**src/rtl/mux_rr_arb.sv**
```systemverilog
// mux_rr_arb: NUM_CH-input valid/ready arbitrating mux with round-robin or fixed-select grant.
// Latency: 1 cycle; a beat accepted at edge N is presented on the output after edge N.
// Backpressure: a stalled output beat (valid & !ready) drops every input ready until it drains.
// Option: define MUX_PKT_LOCK_EN to hold the grant on one channel until its last beat (ARB/LOCK FSM).
module mux_rr_arb #(
    parameter int  WIDTH  = 4,
    parameter int  NUM_CH = 4,
    localparam int CH_W   = $clog2(NUM_CH)
) (
    input  logic                    clk,
    input  logic                    rst_n,
    input  logic                    mux_mode,
    input  logic [CH_W-1:0]         mux_sel,
    input  logic [NUM_CH*WIDTH-1:0] mux_in_data,
    input  logic [NUM_CH-1:0]       mux_in_valid,
    input  logic [NUM_CH-1:0]       mux_in_last,
    output logic [NUM_CH-1:0]       mux_in_ready,
    output logic [WIDTH-1:0]        mux_out_data,
    output logic                    mux_out_valid,
    output logic                    mux_out_last,
    output logic [CH_W-1:0]         mux_out_ch,
    input  logic                    mux_out_ready
);

    // Output register and arbitration state.
    logic [WIDTH-1:0] out_dat_q;
    logic             out_vld_q;
    logic             out_last_q;
    logic [CH_W-1:0]  out_ch_q;
    logic [CH_W-1:0]  rr_ptr_q;

    // Arbitration results for the current cycle.
    logic             load_en;
    logic             sel_in_range;
    logic             rr_vld;
    logic [CH_W-1:0]  rr_idx;
    int               rr_j;
    logic             fix_vld;
    logic             grant_vld;
    logic [CH_W-1:0]  grant_idx;
    logic [WIDTH-1:0] grant_dat;
    logic             grant_last;
    logic             accept;
    logic             ptr_upd;
    logic [CH_W-1:0]  next_ptr;

`ifdef MUX_PKT_LOCK_EN
    typedef enum logic {
        ST_ARB  = 1'b0,
        ST_LOCK = 1'b1
    } state_t;

    state_t          state_q;
    logic [CH_W-1:0] lock_ch_q;
`endif

    // The output register may take a new beat when it is empty or being drained this cycle.
    assign load_en = !out_vld_q || mux_out_ready;

    // A select value past the last channel (only possible for non-power-of-two NUM_CH) grants nothing.
    assign sel_in_range = (int'(mux_sel) < NUM_CH);
    assign fix_vld      = sel_in_range && mux_in_valid[mux_sel];

    // Round-robin search: first valid channel at or above rr_ptr, wrapping past NUM_CH-1 to 0.
    always_comb begin
        rr_vld = 1'b0;
        rr_idx = '0;
        rr_j   = 0;
        for (int k = 0; k < NUM_CH; k++) begin
            rr_j = int'(rr_ptr_q) + k;
            if (rr_j >= NUM_CH) begin
                rr_j = rr_j - NUM_CH;
            end
            if (!rr_vld && mux_in_valid[CH_W'(rr_j)]) begin
                rr_vld = 1'b1;
                rr_idx = CH_W'(rr_j);
            end
        end
    end

    // Grant selection: packet lock (when built in) overrides the mode, then fixed or round-robin.
    always_comb begin
        grant_vld = 1'b0;
        grant_idx = '0;
`ifdef MUX_PKT_LOCK_EN
        if (state_q == ST_LOCK) begin
            grant_vld = mux_in_valid[lock_ch_q];
            grant_idx = lock_ch_q;
        end else
`endif
        if (mux_mode) begin
            grant_vld = fix_vld;
            grant_idx = mux_sel;
        end else begin
            grant_vld = rr_vld;
            grant_idx = rr_idx;
        end
    end

    assign grant_dat  = mux_in_data[int'(grant_idx)*WIDTH +: WIDTH];
    assign grant_last = mux_in_last[grant_idx];
    assign accept     = grant_vld && load_en;
    assign next_ptr   = (grant_idx == CH_W'(NUM_CH - 1)) ? '0 : grant_idx + 1'b1;

    // Ready is the one-hot grant gated by output space; never more than one bit high.
    always_comb begin
        mux_in_ready = '0;
        if (accept) begin
            mux_in_ready[grant_idx] = 1'b1;
        end
    end

`ifdef MUX_PKT_LOCK_EN
    // Pointer only moves once a packet completes, so a locked packet does not skew fairness.
    assign ptr_upd = accept && grant_last;

    // ARB/LOCK FSM: a non-last beat pins the grant to its channel until that channel's last beat.
    always_ff @(posedge clk or negedge rst_n) begin
        if (!rst_n) begin
            state_q   <= ST_ARB;
            lock_ch_q <= '0;
        end else if (accept) begin
            case (state_q)
                ST_ARB: begin
                    if (!grant_last) begin
                        state_q   <= ST_LOCK;
                        lock_ch_q <= grant_idx;
                    end
                end
                ST_LOCK: begin
                    if (grant_last) begin
                        state_q <= ST_ARB;
                    end
                end
                default: state_q <= ST_ARB;
            endcase
        end
    end
`else
    // Per-beat arbitration: every accepted beat moves the pointer past its channel.
    assign ptr_upd = accept;
`endif

    // Round-robin pointer: one past the channel that last won, in either mode.
    always_ff @(posedge clk or negedge rst_n) begin
        if (!rst_n) begin
            rr_ptr_q <= '0;
        end else if (ptr_upd) begin
            rr_ptr_q <= next_ptr;
        end
    end

    // Output register: load the granted beat, or go empty when draining with nothing granted.
    always_ff @(posedge clk or negedge rst_n) begin
        if (!rst_n) begin
            out_vld_q  <= 1'b0;
            out_dat_q  <= '0;
            out_last_q <= 1'b0;
            out_ch_q   <= '0;
        end else if (load_en) begin
            if (grant_vld) begin
                out_vld_q  <= 1'b1;
                out_dat_q  <= grant_dat;
                out_last_q <= grant_last;
                out_ch_q   <= grant_idx;
            end else begin
                out_vld_q  <= 1'b0;
            end
        end
    end

    assign mux_out_data  = out_dat_q;
    assign mux_out_valid = out_vld_q;
    assign mux_out_last  = out_last_q;
    assign mux_out_ch    = out_ch_q;

    // Structural invariants: ready is one-hot-or-zero and fully blocked during an output stall.
    a_rdy_onehot0 : assert property (@(posedge clk) disable iff (!rst_n)
        $onehot0(mux_in_ready));
    a_stall_no_rdy : assert property (@(posedge clk) disable iff (!rst_n)
        (mux_out_valid && !mux_out_ready) |-> (mux_in_ready == '0));

endmodule

```
**config.mk**
```make
export PLATFORM = sky130hd
export DESIGN_NAME = mux_rr_arb
export DESIGN_NICKNAME = d
export VERILOG_FILES = /design/src/rtl/mux_rr_arb.sv
export SDC_FILE = /design/constraint.sdc
export NUM_CORES = 1
export LEC_CHECK = 0
export ABC_AREA = 0
export BUFFER_PORTS_ARGS = -buffer_cell sky130_fd_sc_hd__buf_4
export CAP_MARGIN = 5
export CORE_UTILIZATION = 44
export DETAILED_ROUTE_END_ITERATION = 10
export MAX_ROUTING_LAYER = met4
export PLACE_DENSITY = 0.84
export SYNTH_ARGS = -nofsm -noshare
export SYNTH_HDL_FRONTEND = slang
export SYNTH_SLANG_ARGS = --single-unit
```
**constraint.sdc**
```tcl
create_clock -name clk -period 2.8 [get_ports clk]
set_clock_uncertainty 0.2 [all_clocks]
set_input_delay 0.14 -clock clk [delete_from_list [all_inputs] [get_ports clk]]
set_output_delay 0.14 -clock clk [all_outputs]
set_load 0.03 [all_outputs]
```
==> run_results.csv <==
group,metric,value,unit
routing,vias_per_cell,4.959,
routing,first_iter_violations,3,
pwr,peakVddDrop,492.9,uV
logic_synthesis,syn_inst,75,
sta,max_slew.worst_pin.slew,0.7155,ns
placement,dp_hpwl,1383,um
routing,ant_nets,0,
floorplanning,ios,42,
routing,drt_pre_antenna_iters,5,
sta,fin_crit,2.460,ns
global_route,grt_pass1_vias,646,
layout,final_common_cell,"buf_4",
run_status,status,"completed",
logic_synthesis,ys_seq_area_frac,0.3063,
clocking,postCtsSetupBuffers,0,
floorplanning,dieArea,2033,sq um
global_route,grt_usage,0.1960,
placement,numPlacedInstances,140,
logic_synthesis,synth_seq_cells,10,
layout,finalNonFillerCells,145,
run,max_cap_viol_count,0,
clocking,postCtsHoldBufs,2,
routing,drc,0,
floorplanning,start_util,0.4732,
logic_synthesis,yosys_warnings,0,
logic_synthesis,syn-num-nets,109,
logic_synthesis,post_synth_instance_area,817.0,sq um
worst_setup_path,cp-end-kind,"primary output",
sta,hold_viol_final,0,
hold_path,hp-class,"primary input to asynchronous set/reset pin",
logic_synthesis,synthTopCellsByArea,"dfrtp_1, mux2i_1, mux2_2, ha_1, a221oi_2",
placement,gp_congestion,0.7879,
pwr,p_per_area,619.2,nW/um^2
sta,tns,0,ns
sta,rsz0062_at_grt,"false",
floorplanning,row_count,15,
layout,nets,156,
sta,relSlewSlack,0.5230,
clocking,cts.path.max_buffers,2,
worst_setup_path,cp-start-kind,"flop",
global_route,gr-total-overflow,0,
clocking,cts_tree,"done",
clocking,cts.sinks,10,
sta,fmax,406.4,MHz
clocking,cts_resized,0,
global_route,grt_max_degree,12,
layout,mostFrequentLayoutCells,"buf_4, mux2i_1, dfrtp_1, nor2_1, mux2_2",
floorplanning,core,1727,sq um
clocking,clk_latency,0.27,ns
logic_synthesis,synth_area_per_cell,10.89,sq um
clocking,clk_pin_slew,0.06,ns
sta,setup_viol,0,
routing,finalWirelength,1696,um
layout,syn_to_final_growth,45.94,%
clocking,cts_buffers,3,
worst_setup_path,crit_type,"flop to primary output",
sta,timing.final.crit_share,0.8787,
layout,n_antenna_cell,0,
logic_synthesis,yosys.area.top_type,"dfrtp_1",
clocking,root_buffer,"clkbuf_4",
worst_setup_path,critPathRequiredTime,2.46,ns
floorplanning,chipWidth,45.09,um
routing,vias,719,
global_route,grt_pass1_wl,2773,um
routing,wl_per_cell,11.70,um
sta,slew_violations,0,
clocking,htreeDepth,1,
layout,drive_gt1_frac,0.4667,
global_route,antenna_found_initial,0,
sta,holdWs,0.02003,ns
worst_setup_path,cp_max_fo,9,
worst_setup_path,r2r_slack,0.50,ns
logic_synthesis,synth.top_cell.area_share,0.3063,
pwr,total_leakage_power,0.6104,nW
logic_synthesis,yosys.cell_types.count,25,
floorplanning,fp.dieH,45.09,um
worst_setup_path,arrival,2.12,ns
placement,io_buffer_count,41,
## cells by family (layout without fill, tap and decap cells)
group                      Yosys count  in the layout  synth area share
muxes                               25             25            0.3323
and+or+nand+nor                     17             17            0.1179
AOI/OAI and AO/OA                   12             12            0.1378
DFF                                 10             10            0.3063
buffers and inverters                7             52           0.04440
adders and majority gates            4              4           0.06126
## metrics by stage
| stage | worst slack (ns) | util | power (mW) | instance area [sq um] |
|---|---|---|---|---|
| 2_1_floorplan | 0.6244 | - | 0.5020 | 817.0 |
| 3_3_place_gp | 0.5641 | 0.6659 | 0.6324 | 1150 |
| 3_5_place_dp | 0.4813 | 0.6659 | 0.6424 | 1150 |
| 4_1_cts | 0.3177 | 0.6906 | 0.7439 | 1192 |
| 5_1_grt | 0.2270 | 0.6906 | 0.7851 | 1192 |
| 6_report | 0.3396 | 0.6906 | 0.7383 | 1192 |
## path summary, 6_finish.rpt
| kind | from | end | depth (start not counted) |
|---|---|---|---|
| min reg2reg | mux_out_last | mux_out_last | 1 |
| max | rr_ptr_q[1] | mux_in_ready[3] | 8 |
| max in group asynchronous | rst_n | mux_out_last | 2 |
| min in group clk | mux_mode | mux_out_valid | 3 |
| min | rst_n | mux_out_data[2] | 2 |
| max reg2reg | rr_ptr_q[1] | mux_out_data[3] | 7 |
## flip-flops by register name, summed over array words and instances, names as in the netlist
signal and count:
rr_ptr_q 2, mux_out_ch 2, mux_out_valid 1, mux_out_last 1, mux_out_data 4
## routing by layer
| layer | wire length, um | vias to the layer above | global-route usage |
|---|---|---|---|
| met4 | 25 | 0 | 0.09091 |
| met1 | 727 | 320 | 0.2362 |
| met5 | 0 | - | - |
| met3 | 121 | 3 | 0.04000 |
| met2 | 822 | 31 | 0.3130 |
| li1 | - | 365 | - |
## report_power, final
group          total (mW)  internal (mW)  switching (mW)
clock               0.101         0.0498          0.0509
combinational       0.409          0.195           0.214
sequential          0.229          0.193          0.0363
## final cells by class
| class | count | area [sq um] |
|---|---|---|
| fillers | 132 | 534.3 |
| multi-input cells | 58 | 530.5 |
| repair buffers | 45 | 342.8 |
| flip-flops and latches | 10 | 250.2 |
| well taps | 25 | 31.28 |
| clock buffers | 3 | 22.52 |
| inverters | 4 | 15.01 |
## cell usage after synthesis
cell	n
a211o_1	1
mux2_1	2
a221oi_2	2
buf_6	1
mux2i_1	17
inv_1	4
or2b_1	2
o311ai_1	1
or4_1	1
nor2_1	5
a22oi_1	1
nor2b_1	2
dfrtp_1	10
a22oi_2	1
o21ai_0	1
buf_2	2
and2_1	4
a21oi_4	1
ha_1	4
a21oi_1	3
o2bb2ai_1	1
nand2b_1	2
mux4_2	1
nor3_1	1
mux2_2	5
## critical path, stage by stage (launching register included)
cell	delay, ns
dfrtp_1	0.42
nand2b_1	0.18
a211o_1	0.31
a221oi_2	0.32
a21oi_4	0.12
inv_1	0.10
ha_1	0.13
and2_1	0.11
buf_4	0.15
(Power assumes the default switching activity.)
